### src/rtl/dmem_arbiter_if.sv
// Bus bundle between two load/store requesters, the dmem_arbiter and the data memory.
// The slave modport is the arbiter's view; master is the environment (requesters plus memory).
`timescale 1ns/1ps
interface dmem_arbiter_if #(
  parameter int D_ADDRESSWIDTH = 32,
  parameter int DM_DATAWIDTH   = 32
);
  logic                      r0_en;
  logic [3:0]                r0_op;
  logic [D_ADDRESSWIDTH-1:0] r0_address;
  logic [DM_DATAWIDTH-1:0]   r0_writedata;
  logic                      r0_stalled;
  logic [DM_DATAWIDTH-1:0]   r0_loadresult;

  logic                      r1_en;
  logic [3:0]                r1_op;
  logic [D_ADDRESSWIDTH-1:0] r1_address;
  logic [DM_DATAWIDTH-1:0]   r1_writedata;
  logic                      r1_stalled;
  logic [DM_DATAWIDTH-1:0]   r1_loadresult;

  logic                      m_en;
  logic [3:0]                m_op;
  logic [D_ADDRESSWIDTH-1:0] m_address;
  logic [DM_DATAWIDTH-1:0]   m_writedata;
  logic [DM_DATAWIDTH-1:0]   m_loadresult;

  logic                      grant;

  modport slave (
    input  r0_en, r0_op, r0_address, r0_writedata,
    input  r1_en, r1_op, r1_address, r1_writedata,
    input  m_loadresult,
    output r0_stalled, r0_loadresult, r1_stalled, r1_loadresult,
    output m_en, m_op, m_address, m_writedata, grant
  );

  modport master (
    output r0_en, r0_op, r0_address, r0_writedata,
    output r1_en, r1_op, r1_address, r1_writedata,
    output m_loadresult,
    input  r0_stalled, r0_loadresult, r1_stalled, r1_loadresult,
    input  m_en, m_op, m_address, m_writedata, grant
  );
endinterface

### src/rtl/dmem_arbiter.sv
// Two-requester data-memory arbiter: stores finish in the grant cycle, loads take a second (RD) cycle.
// Define DMEM_ARB_FIXED_PRIO_EN for fixed priority to requester 0; default is round-robin.
`timescale 1ns/1ps
module dmem_arbiter #(
  parameter int D_ADDRESSWIDTH = 32,
  parameter int DM_DATAWIDTH   = 32
) (
  input  logic           clk,
  input  logic           resetn,
  dmem_arbiter_if.slave  bus
);

  typedef enum logic {IDLE, RD} state_t;

  state_t state_q, state_d;
  logic   prio_q, prio_d;
  logic   owner_q, owner_d;
  logic   grant_q, grant_d;

  logic [1:0]                en;
  logic [3:0]                op    [2];
  logic [D_ADDRESSWIDTH-1:0] addr  [2];
  logic [DM_DATAWIDTH-1:0]   wdata [2];

  assign en       = {bus.r1_en, bus.r0_en};
  assign op[0]    = bus.r0_op;
  assign op[1]    = bus.r1_op;
  assign addr[0]  = bus.r0_address;
  assign addr[1]  = bus.r1_address;
  assign wdata[0] = bus.r0_writedata;
  assign wdata[1] = bus.r1_writedata;

  logic any_req;
  logic win;

  assign any_req = |en;
`ifdef DMEM_ARB_FIXED_PRIO_EN
  assign win = ~en[0];
`else
  assign win = (&en) ? prio_q : en[1];
`endif

  // NOTE: sequential state uses non-blocking assignments so every register samples pre-edge values.
  always_ff @(posedge clk or negedge resetn) begin
    if (!resetn) begin
      state_q <= IDLE;
      prio_q  <= 1'b0;
      owner_q <= 1'b0;
      grant_q <= 1'b0;
    end else begin
      state_q <= state_d;
      prio_q  <= prio_d;
      owner_q <= owner_d;
      grant_q <= grant_d;
    end
  end

  // NOTE: every combinational output gets a default first so no path leaves it unassigned (no latch).
  always_comb begin
    state_d = state_q;
    prio_d  = prio_q;
    owner_d = owner_q;
    grant_d = grant_q;
    unique case (state_q)
      IDLE: begin
        if (any_req) begin
          grant_d = win;
`ifdef DMEM_ARB_FIXED_PRIO_EN
          prio_d  = 1'b0;
`else
          prio_d  = ~win;
`endif
          if (!op[win][3]) begin
            state_d = RD;
            owner_d = win;
          end
        end
      end
      RD:      state_d = IDLE;
      default: state_d = IDLE;
    endcase
  end

  logic                    sel;
  logic                    m_en;
  logic [1:0]              stalled;
  logic [DM_DATAWIDTH-1:0] lr [2];

  always_comb begin
    sel     = grant_q;
    m_en    = 1'b0;
    stalled = 2'b00;
    lr[0]   = '0;
    lr[1]   = '0;
    unique case (state_q)
      IDLE: begin
        if (any_req) begin
          sel          = win;
          m_en         = 1'b1;
          stalled      = en;
          stalled[win] = ~op[win][3];
        end
      end
      RD: begin
        sel              = owner_q;
        stalled          = en;
        stalled[owner_q] = 1'b0;
        lr[owner_q]      = bus.m_loadresult;
      end
      default: ;
    endcase
    // Outputs are quiet while reset is held, even with requests already asserted.
    if (!resetn) begin
      sel     = 1'b0;
      m_en    = 1'b0;
      stalled = 2'b00;
      lr[0]   = '0;
      lr[1]   = '0;
    end
  end

  assign bus.m_en          = m_en;
  assign bus.m_op          = op[sel];
  assign bus.m_address     = addr[sel];
  assign bus.m_writedata   = wdata[sel];
  assign bus.grant         = sel;
  assign bus.r0_stalled    = stalled[0];
  assign bus.r1_stalled    = stalled[1];
  assign bus.r0_loadresult = lr[0];
  assign bus.r1_loadresult = lr[1];

endmodule
### src/flat_wrapper.sv
// flat-port wrapper written by rule: the top's interface ports become plain ports
module dmem_arbiter_flat 
#(
  parameter int D_ADDRESSWIDTH = 32,
  parameter int DM_DATAWIDTH   = 32
)
  (clk, resetn, bus_r0_en, bus_r0_op, bus_r0_address, bus_r0_writedata, bus_r1_en, bus_r1_op, bus_r1_address, bus_r1_writedata, bus_m_loadresult, bus_r0_stalled, bus_r0_loadresult, bus_r1_stalled, bus_r1_loadresult, bus_m_en, bus_m_op, bus_m_address, bus_m_writedata, bus_grant);
  dmem_arbiter_if #(.D_ADDRESSWIDTH(D_ADDRESSWIDTH), .DM_DATAWIDTH(DM_DATAWIDTH)) bus_i ();
  input  logic clk;
  input  logic resetn;
  input wire logic [$bits(bus_i.r0_en)-1:0] bus_r0_en;
  input wire logic [$bits(bus_i.r0_op)-1:0] bus_r0_op;
  input wire logic [$bits(bus_i.r0_address)-1:0] bus_r0_address;
  input wire logic [$bits(bus_i.r0_writedata)-1:0] bus_r0_writedata;
  input wire logic [$bits(bus_i.r1_en)-1:0] bus_r1_en;
  input wire logic [$bits(bus_i.r1_op)-1:0] bus_r1_op;
  input wire logic [$bits(bus_i.r1_address)-1:0] bus_r1_address;
  input wire logic [$bits(bus_i.r1_writedata)-1:0] bus_r1_writedata;
  input wire logic [$bits(bus_i.m_loadresult)-1:0] bus_m_loadresult;
  output wire logic [$bits(bus_i.r0_stalled)-1:0] bus_r0_stalled;
  output wire logic [$bits(bus_i.r0_loadresult)-1:0] bus_r0_loadresult;
  output wire logic [$bits(bus_i.r1_stalled)-1:0] bus_r1_stalled;
  output wire logic [$bits(bus_i.r1_loadresult)-1:0] bus_r1_loadresult;
  output wire logic [$bits(bus_i.m_en)-1:0] bus_m_en;
  output wire logic [$bits(bus_i.m_op)-1:0] bus_m_op;
  output wire logic [$bits(bus_i.m_address)-1:0] bus_m_address;
  output wire logic [$bits(bus_i.m_writedata)-1:0] bus_m_writedata;
  output wire logic [$bits(bus_i.grant)-1:0] bus_grant;
  assign bus_i.r0_en = bus_r0_en;
  assign bus_i.r0_op = bus_r0_op;
  assign bus_i.r0_address = bus_r0_address;
  assign bus_i.r0_writedata = bus_r0_writedata;
  assign bus_i.r1_en = bus_r1_en;
  assign bus_i.r1_op = bus_r1_op;
  assign bus_i.r1_address = bus_r1_address;
  assign bus_i.r1_writedata = bus_r1_writedata;
  assign bus_i.m_loadresult = bus_m_loadresult;
  assign bus_r0_stalled = bus_i.r0_stalled;
  assign bus_r0_loadresult = bus_i.r0_loadresult;
  assign bus_r1_stalled = bus_i.r1_stalled;
  assign bus_r1_loadresult = bus_i.r1_loadresult;
  assign bus_m_en = bus_i.m_en;
  assign bus_m_op = bus_i.m_op;
  assign bus_m_address = bus_i.m_address;
  assign bus_m_writedata = bus_i.m_writedata;
  assign bus_grant = bus_i.grant;
  dmem_arbiter #(.D_ADDRESSWIDTH(D_ADDRESSWIDTH), .DM_DATAWIDTH(DM_DATAWIDTH)) u_core (.clk(clk), .resetn(resetn), .bus(bus_i));
endmodule
### config.mk
export PLATFORM = sky130hd
export DESIGN_NAME = dmem_arbiter_flat
export DESIGN_NICKNAME = d
export VERILOG_FILES = /design/src/rtl/dmem_arbiter_if.sv /design/src/rtl/dmem_arbiter.sv /design/src/flat_wrapper.sv
export SDC_FILE = /design/constraint.sdc
export NUM_CORES = 1
export LEC_CHECK = 0
export CAP_MARGIN = 25
export CORE_AREA = 2 2 119 121
export DETAILED_ROUTE_END_ITERATION = 8
export DIE_AREA = 0 0 121 123
export PLACE_DENSITY = 0.55
export SYNTH_ARGS = -nofsm -noshare
export SYNTH_HDL_FRONTEND = slang
export SYNTH_SLANG_ARGS = --single-unit
export TNS_END_PERCENT = 1
### constraint.sdc
create_clock -name clk -period 1.5 [get_ports clk]
set_input_delay 0.3 -clock clk [delete_from_list [all_inputs] [get_ports clk]]
set_output_delay 0.3 -clock clk [all_outputs]
set_load 0.005 [all_outputs]
==> flow_metrics.py <==
metrics = {
    "layout": {
        "syn2layout_area_growth_pct": 214,
        "fin_nets": 867,
        "layout-drive-gt1-share_pct": 42.6,
        "final_common_cell": "clkdlybuf4s50_1",
        "instances_no_fill": 873,
        "diodes": 0,
        "layout_common_cells": "clkdlybuf4s50_1, buf_2, nand2_1",
    },
    "floorplan": {
        "core_um2": 13600,
        "io_pins": 308,
        "die_h_um": 123,
        "die_area_um2": 14900,
        "num_rows": 43,
        "die_x_um": 121,
        "start_util_pct": 13.8,
    },
    "detailed_routing": {
        "wire_per_inst_um": 17.3,
        "avgViaCountPerCell": 4.67,
        "ant_nets": 0,
        "first_pass_iters": 6,
        "wirelength_mm": 15.1,
        "vias": 4073,
        "drt_iter0_markers": 136,
        "drt_drc_violations_left": 0,
    },
    "setup_path": {
        "end_kind": "primary output",
        "crit_fanout": 8,
        "crit_end": "bus_m_address[0]",
        "worst-r2r-cell-count": 5,
        "timing.rr.end": "u_core.state_q$_DFF_PN0_",
        "reg2reg_slack_ns": 0.20,
        "critical_path_class": "reg2out",
        "required_ns": 1.20,
        "crit_path_start": "u_core.grant_q$_DFFE_PN0N_",
        "arrival_ns": 1.73,
        "r2r-start": "u_core.prio_q$_DFFE_PN0N_",
        "setup.worst_path.start_class": "flip-flop",
    },
    "sta": {
        "fin_tns_setup_ns": -38.96,
        "grt_setup_unrepaired": "yes",
        "whs_ns": 0.0388,
        "tightest_slew_ns": 0.250,
        "slew_violations": 0,
        "setup_viol": 127,
        "layout_setup_ws_ns": -0.528,
        "finalCritPeriodShare_pct": 135,
        "period_needed_ns": 2.03,
        "hold_viol_final": 0,
        "max_slew_margin_pct": 83.2,
        "fmax_mhz": 493,
        "fin_worst_skew_ns": 0.00259,
    },
    "grt": {
        "overflow": 0,
        "grt_pass1_vias": 4093,
        "antenna_found_initial": 0,
        "grt_max_degree": 57,
        "grtUsageTotal_pct": 18.1,
        "grt_pass1_wl_mm": 21.5,
    },
    "placement": {
        "routabilityCongestion": 0.817,
        "dp_slack_ns": -1.10,
        "dp_cells": 848,
        "dp.final_hpwl_mm": 10.3,
        "portBuffers": 307,
    },
    "logic_synthesis": {
        "synth_top_family_by_area": "simple AND/OR/NAND/NOR gates",
        "synth_seq_cells": 4,
        "ys_seq_area_share_pct": 5.34,
        "yosys_warnings": 0,
        "syn-cell-area_um2": 1870,
        "synth_nets": 551,
        "synthMuxAreaShare_pct": 0,
        "netlist_instances": 379,
        "synth_area_per_cell_um2": 4.94,
        "synth_simple_gate_area_share_pct": 54.3,
        "synth-xor-area-share_pct": 0,
        "synthAdderAreaFrac_pct": 0,
        "synth_compound_area_share_pct": 27.9,
        "synth_top_area_share_pct": 22.7,
        "yosysTopAreaCell": "o22ai_1",
        "synth_cell_types": 24,
        "synth_area_leaders": "o22ai_1, nand2_1, nand3_1, nor2_1, dfrtp_1",
    },
    "status": {
        "violations": "negative setup slack",
        "status": "complete, but fails checks",
    },
    "clocking": {
        "cts_buffers": 3,
        "insertion_delay_ns": 0.23,
        "cts.hold.buffers_added": 0,
        "cts_max_level": 1,
        "cts_buffer_depth": 2,
        "root_buffer": "clkbuf_16",
        "cts.sinks": 4,
        "cts_tree": "yes",
        "path_clk_slew_ns": 0.03,
    },
    "run": {
        "maxCapViolCount": 0,
    },
    "pwr": {
        "power.density_nw_per_um2": 646,
        "p_leak_uw": 0.00268,
        "fin_total_pwr_uw": 3800,
        "max-vdd-ir-drop_uv": 373,
    },
    "worst_hold_path": {
        "hold_path_class": "in2async",
    },
}
how the worst min path moves through the flow:
| stage | depth (start not counted) | startpoint | endpoint |
|---|---|---|---|
| after global placement | 2 | resetn | u_core.state_q$_DFF_PN0_ |
| after floorplan | 0 | resetn | u_core.grant_q$_DFFE_PN0N_ |
| after detailed placement | 2 | resetn | u_core.grant_q$_DFFE_PN0N_ |
| after CTS | 2 | resetn | u_core.grant_q$_DFFE_PN0N_ |
| final | 2 | resetn | u_core.grant_q$_DFFE_PN0N_ |
| after global routing | 2 | resetn | u_core.grant_q$_DFFE_PN0N_ |
per-layer routing:
layer | part of all wire (%) | up-vias | track usage [%]
li1 | - | 1963 | -
met1 | 38 | 1857 | 20.0
met2 | 51 | 232 | 34.7
met3 | 9.1 | 21 | 3.97
met4 | 2.0 | 0 | 5.23
met5 | 0 | - | 0
cell families after synthesis:
family / count (synthesis)
AND/OR/NAND/NOR: 245
buffers and inverters: 51
AO/OA/AOI/OAI: 79
flip-flops: 4
flip-flops by register name, indices dropped and copies added, names as in the netlist:
| register | count |
|---|---|
| u_core.prio_q | 1 |
| u_core.grant_q | 1 |
| u_core.state_q | 1 |
| u_core.owner_q | 1 |
power by group:
group | switching (uW) | internal (uW) | leakage [uW] | total (uW)
Clock | 85.3 | 342 | 0.0000370 | 427
Combinational | 1430 | 1770 | 0.00260 | 3200
Sequential | 31.4 | 136 | 0.0000483 | 167
Total | 1550 | 2250 | 0.00268 | 3800
repair_timing:
action	in CTS	in global routing
gates cloned	9	3
setup buffers	10	1
endpoints found under the setup margin	138	135
resized for setup	528	96
pin swaps	32	9
area by class of cell:
type	count	area, um^2
Tap cell	180	225
Sequential cell	4	101
Timing Repair Buffer	359	3350
Clock buffer	3	75.1
Fill cell	1410	7730
Multi-Input combinational cell	324	2110
Inverter	3	11.3
critical path, stage by stage, from the launching register on:
cell and delay (ns):
dfrtp_1 0.38, nor2b_1 0.14, o2111a_2 0.28, buf_6 0.13, buf_12 0.14, buf_12 0.15
o22ai_4 0.12, buf_2 0.15
per-stage QoR:
step	cell area, um^2	util, %
final	5880	43.2
after global routing	5880	43.2
after CTS	5770	42.4
after detailed placement	5470	40.2
after global placement	5470	40.2
after floorplan	2020	-
Yosys cell counts:
| cell | n |
|---|---|
| a211oi_1 | 1 |
| a21oi_1 | 2 |
| a221oi_4 | 1 |
| a311oi_1 | 1 |
| a31oi_1 | 1 |
| and3_1 | 1 |
| buf_1 | 5 |
| buf_2 | 15 |
| buf_4 | 4 |
| buf_6 | 1 |
| clkbuf_1 | 23 |
| dfrtp_1 | 4 |
| inv_1 | 2 |
| inv_2 | 1 |
| nand2_1 | 104 |
| nand2b_1 | 2 |
| nand3_1 | 70 |
| nor2_1 | 67 |
| nor2b_1 | 1 |
| o2111a_1 | 1 |
| o21ai_0 | 2 |
| o21bai_1 | 1 |
| o22ai_1 | 68 |
| o2bb2a_1 | 1 |
No activity file was read; power rests on OpenSTA's default activity.
